**src/rtl/answer_checker_pkg.sv**
```systemverilog
// answer_checker_pkg: op codes, key codes, score limit and FSM states shared by the quiz checker
package answer_checker_pkg;
  localparam logic [3:0] OP_ADD = 4'hA;
  localparam logic [3:0] OP_SUB = 4'hB;
  localparam logic [3:0] OP_MUL = 4'hC;
  localparam logic [3:0] OP_DIV = 4'hD;
  localparam logic [3:0] KEY_ENTER = 4'hE;
  localparam logic [3:0] KEY_CLEAR = 4'hF;
  localparam logic [6:0] SCORE_MAX = 7'd99;
  typedef enum logic [1:0] {IDLE, EVAL, WAIT, CHECK} state_t;
endpackage

```
**src/rtl/answer_checker_expr_eval.sv**
```systemverilog
// expr_eval: combinational evaluation of {num1, op, num2}, result truncated to 7 bits
module expr_eval
  import answer_checker_pkg::*;
(
  input  logic [11:0] exp_q,
  output logic [6:0]  result,
  output logic        valid
);
  logic [3:0] op;
  logic [7:0] a, b, r;
  assign op = exp_q[7:4];
  assign a = {4'b0, exp_q[11:8]};
  assign b = {4'b0, exp_q[3:0]};
  assign r = op == OP_ADD ? a + b :
             op == OP_SUB ? (a >= b ? a - b : b - a) :
             op == OP_MUL ? a * b :
             op == OP_DIV ? (b == 8'd0 ? 8'd0 : a / b) : 8'd0;
  assign result = r[6:0];
  assign valid = op >= OP_ADD && op <= OP_DIV;
endmodule

```
**config.mk**
```make
export PLATFORM = sky130hd
export DESIGN_NAME = expr_eval
export DESIGN_NICKNAME = d
export VERILOG_FILES = /design/src/rtl/answer_checker_pkg.sv /design/src/rtl/answer_checker_expr_eval.sv
export SDC_FILE = /design/constraint.sdc
export NUM_CORES = 1
export LEC_CHECK = 0
export ABC_AREA = 1
export BUFFER_PORTS_ARGS = -buffer_cell sky130_fd_sc_hd__buf_2
export CORE_ASPECT_RATIO = 1.1
export CORE_MARGIN = 4
export CORE_UTILIZATION = 40
export DETAILED_ROUTE_END_ITERATION = 6
export MAX_ROUTING_LAYER = met4
export PLACE_DENSITY = 0.56
export SLEW_MARGIN = 20
export SYNTH_ARGS = -nofsm -noshare
export SYNTH_HDL_FRONTEND = slang
export SYNTH_SLANG_ARGS = --single-unit
```
**constraint.sdc**
```tcl
create_clock -name vclk -period 9.9
set_input_delay 0.495 -clock vclk [all_inputs]
set_output_delay 0.495 -clock vclk [all_outputs]
set_load 0.1 [all_outputs]
```
==> out/qor.txt <==
Outcome -> completed
Vias/cell -> 4.88
Synth-to-Final Area Change -> 14.5%
Share of cells above drive strength 1 -> 17.8%
Leak -> 0.00158 µW
Post-DRT Antenna Nets -> 0
Final nets -> 465
Placed cell count -> 464
VDD IR-drop max -> 0.0811 mV
Unrepaired setup endpoints after global routing -> no
Design area -> 0.00264 mm²
Mapped cell area -> 0.00230 mm²
Synth Warn # -> 0
Largest net degree at the start of global routing -> 12
Post-Route WL -> 5.70 mm
Vias in the first global route -> 2294
Yosys cell types -> 39
Hold Path Class -> in -> out
Gpl congestion -> 0.919
CP peak stage delay -> 0.33 ns
Endpoints failing hold -> 0
Post-CTS Hold Fix Bufs -> 0
Part of the cycle the worst path needs -> 92.2%
Ant diodes -> 0
Die width -> 80.4 µm
Startpoint types -> input pin
Peak Freq -> 110 MHz
Register area -> 0 µm²
Initial antenna violation count -> 0
Final WS setup -> 0.772 ns
DP Area -> 0.00258 mm²
Most frequent cells in the layout -> nand2_1, inv_1, ha_1
DIE HEIGHT -> 87.6 µm
Fin cells -> 468
Seq_cells -> 0
Setup violators final -> 0
Minimum clock period -> 9.13 ns
Routed len/inst -> 12.2 µm
CP most frequent cell -> nand2_1
Drt drc -> 0
Drt pass-1 iters -> 4
Pre-CTS setup slack -> 0.351 ns
GRT overflow -> 0
Core area -> 0.00550 mm²
Number of max-cap violations -> 0
Initial core utilization -> 41.9%
IO buf count -> 20
1st-iter DRT viols -> 51
Post-synthesis sequential area ratio -> 0%
Slew Limit Fails -> 0
Measured slew at the worst slew-check pin -> 0.548 ns
Worst Path Required -> 9.41 ns
WHS -> 1.45 ns
Die ar. -> 0.00704 mm²
Post-DP HPWL -> 4.96 mm
# IOs -> 20
Num rows -> 28
Most common cell after layout, fill and taps aside -> nand2_1
PwrDens -> 167 mW/mm²
Setup Total Neg Slack -> 0 ns
Slew margin rel. -> 63.2%
Class of the most critical setup path -> in -> out
Avg Cell Area, Syn -> 6.44 µm²
Critical path endpoint category -> primary output
Crit-path max FO -> 7
Critical-path top delay cell -> ha_1
Critical Path AT -> 8.63 ns
Vias -> 2285
Clkbuf count -> 0
Total GRT Usage -> 17.8%
Cell count after synthesis -> 358
Wire length of the first global-routing pass -> 10.0 mm
## worst max-delay path, delay by kind of cell
family          cells  cell delay, ns
compound gates     16            2.22
fa+ha+maj           7            2.08
simple gates       27            2.76
buf+inv            13            1.05
## power breakdown
group / leakage [µW] / switching, µW / internal [µW] / total (µW)
Combinational: 0.00158 / 269 / 172 / 441
Sequential: 0 / 0 / 0 / 0
Clock: 0 / 0 / 0 / 0
Total: 0.00158 / 269 / 172 / 441
## stage by stage
step | power, µW | util, %
2_1_floorplan | 343 | -
3_3_place_gp | 413 | 47.0
3_5_place_dp | 419 | 47.0
4_1_cts | 421 | 47.0
5_1_grt | 504 | 48.0
6_report | 441 | 48.0
## synthesized netlist by cell type (all sizes together)
cell type / number / area (µm²)
conb: 1 / 3.75
mux2: 1 / 11.3
and2: 2 / 12.5
or2: 2 / 12.5
or3: 1 / 6.26
xor2: 7 / 61.3
nand3b: 4 / 33.8
nor2: 28 / 125
nand2: 99 / 429
o21ai: 21 / 105
xnor2: 9 / 78.8
a21oi: 24 / 139
o2111ai: 2 / 17.5
inv: 60 / 225
a32oi: 1 / 8.76
nor3: 2 / 10.0
fa: 7 / 140
nand3: 21 / 133
nand4: 5 / 37.5
o211ai: 1 / 7.51
a22oi: 1 / 7.51
o221ai: 1 / 8.76
ha: 51 / 638
o21bai: 3 / 22.5
a21o: 3 / 22.5
o21a: 1 / 7.51
## cell type report
cell class                      count  area, µm²
Inverter                           60        225
Fill cell                         586       2860
Timing Repair Buffer               32        205
Tap cell                           75       93.8
Multi-Input combinational cell    301       2120
## worst paths after layout
| path | to | startpoint | depth (start not counted) | slack, ns |
|---|---|---|---|---|
| setup / recovery | result[0] | exp_q[0] | 63 | 0.77 |
| hold / removal | result[0] | exp_q[5] | 5 | 1.45 |
## kinds of logic (layout without fill, tap and decap cells)
logic type / Yosys count / in the layout / synth area share, %
buffers and inverters: 60 / 92 / 9.77
xor gates and xnor gates: 16 / 16 / 6.08
AOI/OAI and AO/OA: 58 / 58 / 15.0
and+or+nand+nor: 164 / 164 / 34.7
other: 1 / 4 / 0.163
muxes: 1 / 1 / 0.489
adders and majority gates: 58 / 58 / 33.8
## per-layer routing
layer	GRT usage, %	vias up	wire (µm)
li1	-	1239	-
met1	21.7	1028	2670
met2	34.3	18	2960
met3	0.206	0	73
met4	0.614	0	0
met5	-	-	0
## what timing repair did
action                                  in CTS  in global routing
endpoints found under the setup margin       0                  1
resized for setup                            0                 11
endpoints found under the hold margin        0                  0
setup buffers                                0                  4
(Power assumes the default switching activity.)
